--- config.mk ---
export PLATFORM = sky130hd
export DESIGN_NAME = fft_stream_sorter_flat
export DESIGN_NICKNAME = d
export VERILOG_FILES = /design/src/rtl/fft_pkg.sv /design/src/rtl/fft_stream_sorter_if.sv /design/src/rtl/fft_bank_ram.sv /design/src/rtl/fft_stream_sorter.sv /design/src/flat_wrapper.sv
export SDC_FILE = /design/constraint.sdc
export NUM_CORES = 1
export LEC_CHECK = 0
export ABC_AREA = 1
export CORE_AREA = 5 5 337 339
export DETAILED_ROUTE_END_ITERATION = 8
export DIE_AREA = 0 0 342 344
export GPL_ROUTABILITY_DRIVEN = 0
export HOLD_SLACK_MARGIN = 0.03
export PLACE_DENSITY = 0.63
export SLEW_MARGIN = 10
export SYNTH_ARGS = -nofsm -noshare
export SYNTH_HDL_FRONTEND = slang
export SYNTH_SLANG_ARGS = --single-unit
--- constraint.sdc ---
create_clock -name clk -period 6.9 [get_ports clk]
set_clock_uncertainty 0.2 [all_clocks]
set_input_delay 0.69 -clock clk [delete_from_list [all_inputs] [get_ports clk]]
set_output_delay 0.69 -clock clk [all_outputs]
set_load 0.02 [all_outputs]
--- src/rtl/fft_pkg.sv ---
// Shared constants and helper functions for the fft datapath blocks
// (fft core, fft_sorter and the streaming reorder buffer).
package fft_pkg;

    // Largest supported frame is 1024 points, so indices never exceed 10 bits.
    localparam int FFT_MAX_AW = 10;

    // Ceiling log2, used to size frame indices from the point count.
    function automatic int clog2(input int value);
        int r;
        r = 0;
        for (int i = 0; i < 31; i++) begin
            if ((32'sd1 << i) < value) begin
                r = i + 1;
            end else begin
                r = r;
            end
        end
        return r;
    endfunction

    // A complex sample packs real and imaginary parts side by side.
    function automatic int cplx_width(input int data_width);
        return 2 * data_width;
    endfunction

    // Reverse the low 'width' bits of value; the result is right-aligned.
    function automatic logic [FFT_MAX_AW-1:0] bit_reverse(
        input logic [FFT_MAX_AW-1:0] value,
        input int                    width
    );
        logic [FFT_MAX_AW-1:0] v;
        logic [FFT_MAX_AW-1:0] r;
        v = value;
        r = {FFT_MAX_AW{1'b0}};
        for (int i = 0; i < FFT_MAX_AW; i++) begin
            if (i < width) begin
                r = {r[FFT_MAX_AW-2:0], v[0]};
                v = {1'b0, v[FFT_MAX_AW-1:1]};
            end else begin
                r = r;
                v = v;
            end
        end
        return r;
    endfunction

endpackage

--- src/rtl/fft_stream_sorter_if.sv ---
// Sample-in / sample-out handshake bundle of the streaming reorder buffer.
interface fft_stream_sorter_if #(
    parameter int DATA_WIDTH = 16,
    parameter int IDX_W      = 4
);
    logic                         in_valid;
    logic                         in_ready;
    logic signed [DATA_WIDTH-1:0] in_re;
    logic signed [DATA_WIDTH-1:0] in_im;
    logic                         out_valid;
    logic                         out_ready;
    logic        [DATA_WIDTH-1:0] out_re;
    logic        [DATA_WIDTH-1:0] out_im;
    logic        [IDX_W-1:0]      out_index;
    logic                         out_last;

    // Environment side: produces input samples, consumes output samples.
    modport master (
        output in_valid, in_re, in_im, out_ready,
        input  in_ready, out_valid, out_re, out_im, out_index, out_last
    );

    // Sorter side.
    modport slave (
        input  in_valid, in_re, in_im, out_ready,
        output in_ready, out_valid, out_re, out_im, out_index, out_last
    );
endinterface

--- src/rtl/fft_bank_ram.sv ---
// Two-bank frame store: address {bank, index}, synchronous write,
// combinational read (the caller registers the read data).
module fft_bank_ram
    import fft_pkg::*;
#(
    parameter  int N     = 16,
    parameter  int WIDTH = 32,
    localparam int AW    = clog2(N)
) (
    input  logic             clk,
    input  logic             i_we,
    input  logic [AW:0]      i_waddr,
    input  logic [WIDTH-1:0] i_wdata,
    input  logic [AW:0]      i_raddr,
    output logic [WIDTH-1:0] o_rdata
);

    logic [WIDTH-1:0] r_mem [0:2*N-1];

    // Sample write port; contents are deliberately left unreset.
    always_ff @(posedge clk) begin
        if (i_we) begin
            r_mem[i_waddr] <= i_wdata;
        end
    end

    assign o_rdata = r_mem[i_raddr];

endmodule

--- src/rtl/fft_stream_sorter.sv ---
// Streaming ping-pong reorder buffer: collects N-point frames in arrival
// order and replays each one in natural or bit-reversed order.
module fft_stream_sorter
    import fft_pkg::*;
#(
    parameter int N          = 16,
    parameter int DATA_WIDTH = 16
) (
    input  logic              clk,
    input  logic              n_rst,
    input  logic              en,
    input  logic              flush,
    input  logic              bitrev,
    fft_stream_sorter_if.slave bus
);

    localparam int              AW       = clog2(N);
    localparam int              CW       = cplx_width(DATA_WIDTH);
    localparam logic [AW-1:0]   LAST_IDX = AW'(N - 1);

    logic [AW-1:0]         r_wr_cnt;
    logic [AW-1:0]         r_rd_cnt;
    logic                  r_wr_bank;
    logic                  r_rd_bank;
    logic [1:0]            r_bank_full;
    logic                  r_frame_mode;
    logic                  r_out_valid;
    logic                  r_out_last;
    logic [AW-1:0]         r_out_index;
    logic [DATA_WIDTH-1:0] r_out_re;
    logic [DATA_WIDTH-1:0] r_out_im;

    logic                  w_in_ready;
    logic                  w_accept;
    logic                  w_load;
    logic                  w_wr_last;
    logic                  w_rd_last;
    logic                  w_mode;
    logic [AW-1:0]         w_rd_idx;
    logic [1:0]            w_set_mask;
    logic [1:0]            w_clr_mask;
    logic [1:0]            w_bank_full_nxt;
    logic [CW-1:0]         w_rd_data;

    // Handshake qualifiers, bank occupancy update and read-address selection
    always_comb begin
        w_in_ready = en & ~flush & ~r_bank_full[r_wr_bank];
        w_accept   = bus.in_valid & w_in_ready;
        w_load     = en & ~flush & r_bank_full[r_rd_bank] & (~r_out_valid | bus.out_ready);
        w_wr_last  = (r_wr_cnt == LAST_IDX);
        w_rd_last  = (r_rd_cnt == LAST_IDX);
        // Set and clear never target the same bank, so masks can be combined freely.
        w_set_mask      = (w_accept & w_wr_last) ? (2'b01 << r_wr_bank) : 2'b00;
        w_clr_mask      = (w_load & w_rd_last) ? (2'b01 << r_rd_bank) : 2'b00;
        w_bank_full_nxt = (r_bank_full | w_set_mask) & ~w_clr_mask;
        if (r_rd_cnt == {AW{1'b0}}) begin
            w_mode = bitrev;
        end else begin
            w_mode = r_frame_mode;
        end
        if (w_mode) begin
            w_rd_idx = AW'(bit_reverse(FFT_MAX_AW'(r_rd_cnt), AW));
        end else begin
            w_rd_idx = r_rd_cnt;
        end
    end

    fft_bank_ram #(
        .N     (N),
        .WIDTH (CW)
    ) u_ram (
        .clk     (clk),
        .i_we    (w_accept),
        .i_waddr ({r_wr_bank, r_wr_cnt}),
        .i_wdata ({bus.in_re, bus.in_im}),
        .i_raddr ({r_rd_bank, w_rd_idx}),
        .o_rdata (w_rd_data)
    );

    // Write/read frame counters, bank pointers and bank occupancy
    always_ff @(posedge clk or negedge n_rst) begin
        if (!n_rst) begin
            r_wr_cnt     <= {AW{1'b0}};
            r_rd_cnt     <= {AW{1'b0}};
            r_wr_bank    <= 1'b0;
            r_rd_bank    <= 1'b0;
            r_bank_full  <= 2'b00;
            r_frame_mode <= 1'b0;
        end else if (en) begin
            if (flush) begin
                r_wr_cnt     <= {AW{1'b0}};
                r_rd_cnt     <= {AW{1'b0}};
                r_wr_bank    <= 1'b0;
                r_rd_bank    <= 1'b0;
                r_bank_full  <= 2'b00;
                r_frame_mode <= 1'b0;
            end else begin
                if (w_accept) begin
                    if (w_wr_last) begin
                        r_wr_cnt  <= {AW{1'b0}};
                        r_wr_bank <= ~r_wr_bank;
                    end else begin
                        r_wr_cnt <= r_wr_cnt + 1'b1;
                    end
                end
                if (w_load) begin
                    r_frame_mode <= w_mode;
                    if (w_rd_last) begin
                        r_rd_cnt  <= {AW{1'b0}};
                        r_rd_bank <= ~r_rd_bank;
                    end else begin
                        r_rd_cnt <= r_rd_cnt + 1'b1;
                    end
                end
                r_bank_full <= w_bank_full_nxt;
            end
        end
    end

    // Registered output stage; holds its contents while downstream stalls
    always_ff @(posedge clk or negedge n_rst) begin
        if (!n_rst) begin
            r_out_valid <= 1'b0;
            r_out_last  <= 1'b0;
            r_out_index <= {AW{1'b0}};
            r_out_re    <= {DATA_WIDTH{1'b0}};
            r_out_im    <= {DATA_WIDTH{1'b0}};
        end else if (en) begin
            if (flush) begin
                r_out_valid <= 1'b0;
                r_out_last  <= 1'b0;
                r_out_index <= {AW{1'b0}};
                r_out_re    <= {DATA_WIDTH{1'b0}};
                r_out_im    <= {DATA_WIDTH{1'b0}};
            end else if (w_load) begin
                r_out_valid <= 1'b1;
                r_out_last  <= w_rd_last;
                r_out_index <= r_rd_cnt;
                r_out_re    <= w_rd_data[CW-1:DATA_WIDTH];
                r_out_im    <= w_rd_data[DATA_WIDTH-1:0];
            end else if (bus.out_ready) begin
                r_out_valid <= 1'b0;
            end else begin
                r_out_valid <= r_out_valid;
            end
        end
    end

    assign bus.in_ready  = w_in_ready;
    assign bus.out_valid = r_out_valid;
    assign bus.out_last  = r_out_last;
    assign bus.out_index = r_out_index;
    assign bus.out_re    = r_out_re;
    assign bus.out_im    = r_out_im;

endmodule

--- src/flat_wrapper.sv ---
// flat-port wrapper written by rule: the top's interface ports become plain ports
module fft_stream_sorter_flat import fft_pkg::*;
#(
    parameter int N          = 16,
    parameter int DATA_WIDTH = 16
)
  (clk, n_rst, en, flush, bitrev, bus_in_valid, bus_in_re, bus_in_im, bus_out_ready, bus_in_ready, bus_out_valid, bus_out_re, bus_out_im, bus_out_index, bus_out_last);
  fft_stream_sorter_if #(.DATA_WIDTH(DATA_WIDTH), .IDX_W((4))) bus_i ();
  input  logic clk;
  input  logic n_rst;
  input  logic en;
  input  logic flush;
  input  logic bitrev;
  input wire logic [$bits(bus_i.in_valid)-1:0] bus_in_valid;
  input wire logic [$bits(bus_i.in_re)-1:0] bus_in_re;
  input wire logic [$bits(bus_i.in_im)-1:0] bus_in_im;
  input wire logic [$bits(bus_i.out_ready)-1:0] bus_out_ready;
  output wire logic [$bits(bus_i.in_ready)-1:0] bus_in_ready;
  output wire logic [$bits(bus_i.out_valid)-1:0] bus_out_valid;
  output wire logic [$bits(bus_i.out_re)-1:0] bus_out_re;
  output wire logic [$bits(bus_i.out_im)-1:0] bus_out_im;
  output wire logic [$bits(bus_i.out_index)-1:0] bus_out_index;
  output wire logic [$bits(bus_i.out_last)-1:0] bus_out_last;
  assign bus_i.in_valid = bus_in_valid;
  assign bus_i.in_re = bus_in_re;
  assign bus_i.in_im = bus_in_im;
  assign bus_i.out_ready = bus_out_ready;
  assign bus_in_ready = bus_i.in_ready;
  assign bus_out_valid = bus_i.out_valid;
  assign bus_out_re = bus_i.out_re;
  assign bus_out_im = bus_i.out_im;
  assign bus_out_index = bus_i.out_index;
  assign bus_out_last = bus_i.out_last;
  fft_stream_sorter #(.N(N), .DATA_WIDTH(DATA_WIDTH)) u_core (.clk(clk), .n_rst(n_rst), .en(en), .flush(flush), .bitrev(bitrev), .bus(bus_i));
endmodule
==> metrics, run 1 <==
Worst path slowest cell=o21ai_4; register area share after synthesis=73.5%; initial antenna violation count=8; total gr overflow=0; Final setup viols=0; Netlist cell types=27; routed wire length=130 mm; share of the synthesized area in the top cell type=70.6%; power share of the sequential group=48.7%; Max Freq=247 MHz; number of global-route vias before repair=28.6k; Min-Delay Path Class=reg -> reg; CTS tree=built; crit end category=flop; Clk pwr share=40.0%; required time of the critical path=7.31 ns; GR Util All Layers=21.6%; synthesized area=0.0436 mm²; Net Sw Frac=25.3%; area delta synth->final=13.5%; syn_nets=3,681; root buf cell=clkbuf_16; Initial Util=39.6%; Inst Count DP=5,014; Placement Cell Area=0.0460 mm²; CORE AREA=0.110 mm²; clock-pin slew on the worst setup and hold paths=0.06 ns; Synth Flop Type=edfxtp_1; final hold slack=0.271 ns; VDD IR-drop max=0.000199 V; wire length per cell=24.9 µm; Die ar.=0.118 mm²; Final min period=4.04 ns; fin crit share=58.6%; Final Slew Violations=0; leakage=17.0 nW; layout cells sized above 1=7.64%; fin area=0.0495 mm²; number of remaining DRC errors=0; Post-synth EDFFs=1,024; NetSw=3.73 mW; Detail Route Antenna Nets=0; crit path DAT=4.45 ns; RSZ-0062 raised after global routing=false; critical path cell sequence=inv_1, ha_1, nand3_1, nand2_2, o21ai_4, clkinv_2, buf_4, nand3_1, nand2_1, nand2_1, nand3_1, nand2_1; highest metal used=met5; met3 WL=13.9 mm; total vias in the final route=29.9k; Power Density=298 mW/mm²; CP Launch Type=flop; Synth warnings=0; Clock Sinks=1,075; DP HPWL=66.4 mm; NumNets Final=3,683; average cell area after synthesis=12.0 µm²; Worst Tran Pin Value=1.24 ns; largest net degree at the start of global routing=181; total negative setup slack=0 ns; TritonRoute pass-1 iters=6; worst-path fanout max=23; Top Ports=78; Max Buffers Root-to-Sink=3; Row Count=122; vias per inst=5.74; max-capacitance violation count=0; Pint=11.0 mW; CP max stage delay=0.76 ns; Comb pwr share=11.2%; #FFs+latches synth=1,075; die width=342 µm; Die H=344 µm; ys async rst share=4.74%; met1 wire length=53.6 mm; wire length on met2=58.4 mm; H-Tree Level Count=3; Initial DRC Count=4,150; max_slew headroom=17.1%; most common library cells after synthesis=nand3_1 (1,230), edfxtp_1 (1,024), nand2_1 (966); TritonCTS buffer count=109; Clock Latency Late Sink=0.69 ns; global-route wire length before repair=191 mm; most frequent cell after synthesis=nand3_1; kind of critical path=reg -> reg; Final Hold Viols=0; status=completed; Gate Count Post-Synth=3,636; biggest area consumer among synthesized cells=edfxtp_1; synth top area cells=edfxtp_1 (71%), nand3_1 (14%), nand2_1 (8.3%); Port Buf Inserts=77; fin cells=5,219
[metrics by stage]
stage	power (mW)	setup slack (ns)	util [%]
2_1_floorplan	8.37	2.88	-
3_3_place_gp	8.96	2.41	41.8
3_5_place_dp	8.97	2.36	41.8
4_1_cts	14.8	2.88	45.0
5_1_grt	15.2	2.59	44.9
6_report	14.7	2.86	44.9
[area by class of cell]
class	count	area [µm²]
Clock inverter	59	553
Antenna cell	1	2.50
Tap cell	1488	1860
Fill cell	9870	60600
Sequential cell	1075	32000
Multi-Input combinational cell	2280	10500
Clock buffer	144	2990
Timing Repair Buffer	145	1380
Inverter	27	108
[metal layers]
layer / vias up / GRT usage, %
li1: 13100 / -
met1: 14900 / 31.6
met2: 1730 / 32.8
met3: 230 / 4.23
met4: 4 / 6.81
met5: - / 0
[what timing repair did]
action,in CTS,in global routing
hold endpoints to repair,2,0
hold buffers,1,0
resized for setup,0,0
setup buffers,0,0
[power groups by stage]
stage / combinational [mW] / clock, mW / sequential [mW]
3_5_place_dp: 1.64 / 0 / 7.33
6_report: 1.66 / 5.90 / 7.19
3_3_place_gp: 1.64 / 0 / 7.32
4_1_cts: 1.65 / 5.95 / 7.19
5_1_grt: 1.81 / 6.22 / 7.19
2_1_floorplan: 1.06 / 0 / 7.32
[cell usage in the layout (no fill, tap or decap), types with 2 or more instances in the layout]
cell	Yosys	routed
nand3_1	1230	1229
edfxtp_1	1024	1024
nand2_1	966	961
clkbuf_16	0	112
clkdlybuf4s50_1	0	64
buf_4	6	54
dfrtp_1	51	50
nor2_4	0	31
clkbuf_1	64	25
clkinv_1	2	23
inv_1	24	22
clkinv_2	0	22
o21ai_0	17	16
buf_12	0	13
buf_2	171	11
bufinv_16	0	10
a21oi_1	8	8
nor2_1	38	7
clkbuf_8	0	7
ha_1	6	6
nand2_4	0	5
inv_6	0	4
nand3_2	2	2
nand2_2	2	2
o21ai_4	0	2
nor3_1	2	2
nor3b_1	2	2
clkbuf_2	0	2
[worst max-delay path: cells and delay by family (launching register included)]
kind,cells,cell delay (ns)
flip-flops,1,0.44
adder cells (fa/ha/maj),1,0.25
buffers and inverters,3,1.28
AND/OR/NAND/NOR,7,0.97
AO/OA/AOI/OAI,1,0.76
[registers in the layout, summed over array words and instances (netlist names), 2 cells and up]
name,count
u_core.u_ram.r_mem,1024
u_core.bus.out_im,16
u_core.bus.out_re,16
u_core.bus.out_index,4
u_core.r_rd_cnt,4
u_core.r_wr_cnt,4
u_core.r_bank_full,2
[cell families (layout without fill, tap and decap cells)]
family / Yosys count / in the layout / synth area share (%)
compound gates: 30 / 30 / 0.368
fa+ha+maj: 6 / 6 / 0.172
buf+inv: 281 / 375 / 3.02
flops: 1075 / 1075 / 73.5
other cells: 0 / 1 / 0
simple gates: 2244 / 2244 / 22.9
[final timing paths]
| kind | startpoint | endpoint | slack [ns] | cells after the start |
|---|---|---|---|---|
| worst max-delay path | u_core.r_rd_cnt[0] | u_core.bus.out_re[14] | 2.86 | 12 |
| max in group asynchronous | n_rst | u_core.bus.out_im[7] | 5.28 | 3 |
| min in group asynchronous | n_rst | u_core.bus.out_last | 0.58 | 3 |
| worst min-delay path | u_core.bus.out_last | u_core.bus.out_last | 0.27 | 2 |
| worst min register to register | u_core.bus.out_last | u_core.bus.out_last | 0.27 | 2 |
| worst max register to register | u_core.r_rd_cnt[0] | u_core.bus.out_re[14] | 2.86 | 12 |
Note: power is estimated with default switching activity, not from simulation.
==> inputs of run 2 (changes only) <==
- clock period: 6.9 -> 3.85 ns (I/O delays scaled with it)
==> run 2 against run 1 <==
Compared with the run above: count of clock-buffer cells in the layout decreased by 1; sequential share of layout area decreased by 1.4 points; first-iteration DRC count decreased by 13%; highest routed layer unchanged.
==> metrics, run 2 (same netlist as run 1, synthesis figures left out) <==
commonest cells after routing, fill and taps aside=nand3_1 (1,229), edfxtp_1 (1,024), nand2_1 (961); die width=342 µm; CP max stage delay=0.45 ns; pre-CTS setup slack=0.568 ns; CP delay by family, top=simple AND/OR/NAND/NOR gates; routed wire length=126 mm; Die H=344 µm; root buf cell=clkbuf_16; layout filler cell count=9,715; VDD IR-drop max=0.000459 V; area delta synth->final=16.1%; total vias in the final route=29.8k; layout cells sized above 1=9.21%; Worst R2R Path Depth=15; max_slew headroom=12.6%; Worst Tran Pin Value=1.31 ns; M1 GR Usage=30.5%; Top Ports=78; Detail Route Antenna Nets=0; Final Hold Viols=0; Final Slew Violations=0; Clock Sinks=1,075; worst hold stages=1; Min-Delay Path Class=in -> reg; Crit path buffers/inverters=3; setup bufs post-CTS=0; TritonCTS buffer count=110; CTS tree=built; Final setup viols=0; number of global-route vias before repair=28.5k; TritonRoute pass-1 iters=6; Final min period=3.30 ns; crit end category=flop; Initial Util=39.6%; critical path cell sequence=inv_1, ha_1, nand3_1, nand3_4, nand2_4, buf_12, buf_4, nand2_1, nand3_1, nand3_1, nand3_1, nand2_1, nand2_1, nand3_1, nand2_1; leakage=17.5 nW; total gr overflow=0; fin area=0.0506 mm²; CORE AREA=0.110 mm²; max-capacitance violation count=0; met2 Use GR=33.3%; worst-path fanout max=67; crit path DAT=3.74 ns; Clock Latency Late Sink=0.68 ns; Die ar.=0.118 mm²; max FFs per register=1,024; most common cell after layout, fill and taps aside=nand3_1; kind of critical path=reg -> reg; CP Launch Type=flop; H-Tree Level Count=3; final core utilization=46.0%; initial antenna violation count=1; Max Freq=303 MHz; NumNets Final=3,751; DP HPWL=67.0 mm; total negative setup slack=0 ns; CP dominant cell by count=nand3_1; Max Buffers Root-to-Sink=3; Worst path slowest cell=buf_4; Most flops, register=u_core.u_ram.r_mem; global-route wire length before repair=188 mm; n_diodes=0; Row Count=122; fin crit share=85.8%; GRT busiest layer=met2; wire length per cell=23.9 µm; RSZ-0062 raised after global routing=false; Placement Cell Area=0.0470 mm²; final hold slack=0.0679 ns; Port Buf Inserts=77; vias per inst=5.64; Initial DRC Count=3,606; largest net degree at the start of global routing=131; PostCTS Resize Cnt=0; met3 global-route usage=3.77%; number of remaining DRC errors=0; clock-pin slew on the worst setup and hold paths=0.07 ns; critical path depth=15; GR Util All Layers=21.1%; Power Density=525 mW/mm²; Final WS setup=0.548 ns; Post-CTS Hold Buffers=1; status=completed; required time of the critical path=4.29 ns
[run 2: cell types whose count changed in the layout (fill, tap and decap cells not counted), moves of 4 or more]
| cell | change |
|---|---|
| buf_12 | +41 |
| buf_2 | -9 |
| buf_4 | +26 |
| clkdlybuf4s50_1 | +11 |
| clkinv_2 | +8 |
| clkinvlp_4 | +4 |
[run 2: routing by layer]
metal	routed length [µm]	vias up
met1	52900	14900
li1	-	13200
met5	13	-
met4	2850	2
met2	58500	1571
met3	12100	181
[run 2: area by class of cell]
cell class	count	area, µm²	share of cell area (%)
inverters	27	108	0.213
multi-input cells	2280	10500	20.8
clock inverters	65	579	1.15
clock buffers	143	3010	5.95
repair buffers	212	2450	4.85
flip-flops and latches	1075	32000	63.3
well taps	1488	1860	3.68
[run 2: path summary, 6_finish.rpt]
path,slack [ns],end,from
max in group asynchronous,2.32,u_core.bus.out_im[9],n_rst
hold reg to reg,0.29,u_core.bus.out_last,u_core.bus.out_last
setup / recovery,0.55,u_core.bus.out_im[2],u_core.r_rd_cnt[0]
hold / removal,0.07,u_core.u_ram.r_mem[14][14],bus_in_im[14]
min in group asynchronous,0.10,u_core.bus.out_re[8],n_rst
setup reg to reg,0.55,u_core.bus.out_im[2],u_core.r_rd_cnt[0]
[run 2: through the flow]
stage          power, mW  instances
2_1_floorplan       15.0       3636
3_3_place_gp        16.2       5081
3_5_place_dp        16.2       5081
4_1_cts             26.6       5290
5_1_grt             27.5       5290
6_report            26.5       5290
[run 2: worst reg2reg max path, cell delays in order, from the launching register on]
cell	delay (ns)
dfrtp_1	0.43
inv_1	0.16
ha_1	0.26
nand3_1	0.20
nand3_4	0.19
nand2_4	0.19
buf_12	0.33
buf_4	0.50
nand2_1	0.15
nand3_1	0.11
nand3_1	0.09
nand3_1	0.11
nand2_1	0.07
nand2_1	0.08
nand3_1	0.13
nand2_1	0.09
[run 2: report_power, final]
group	internal [mW]	leakage, nW	switching (mW)
combinational	0.882	5.83	2.21
sequential	12.9	9.91	0.0195
clock	6.11	1.76	4.46
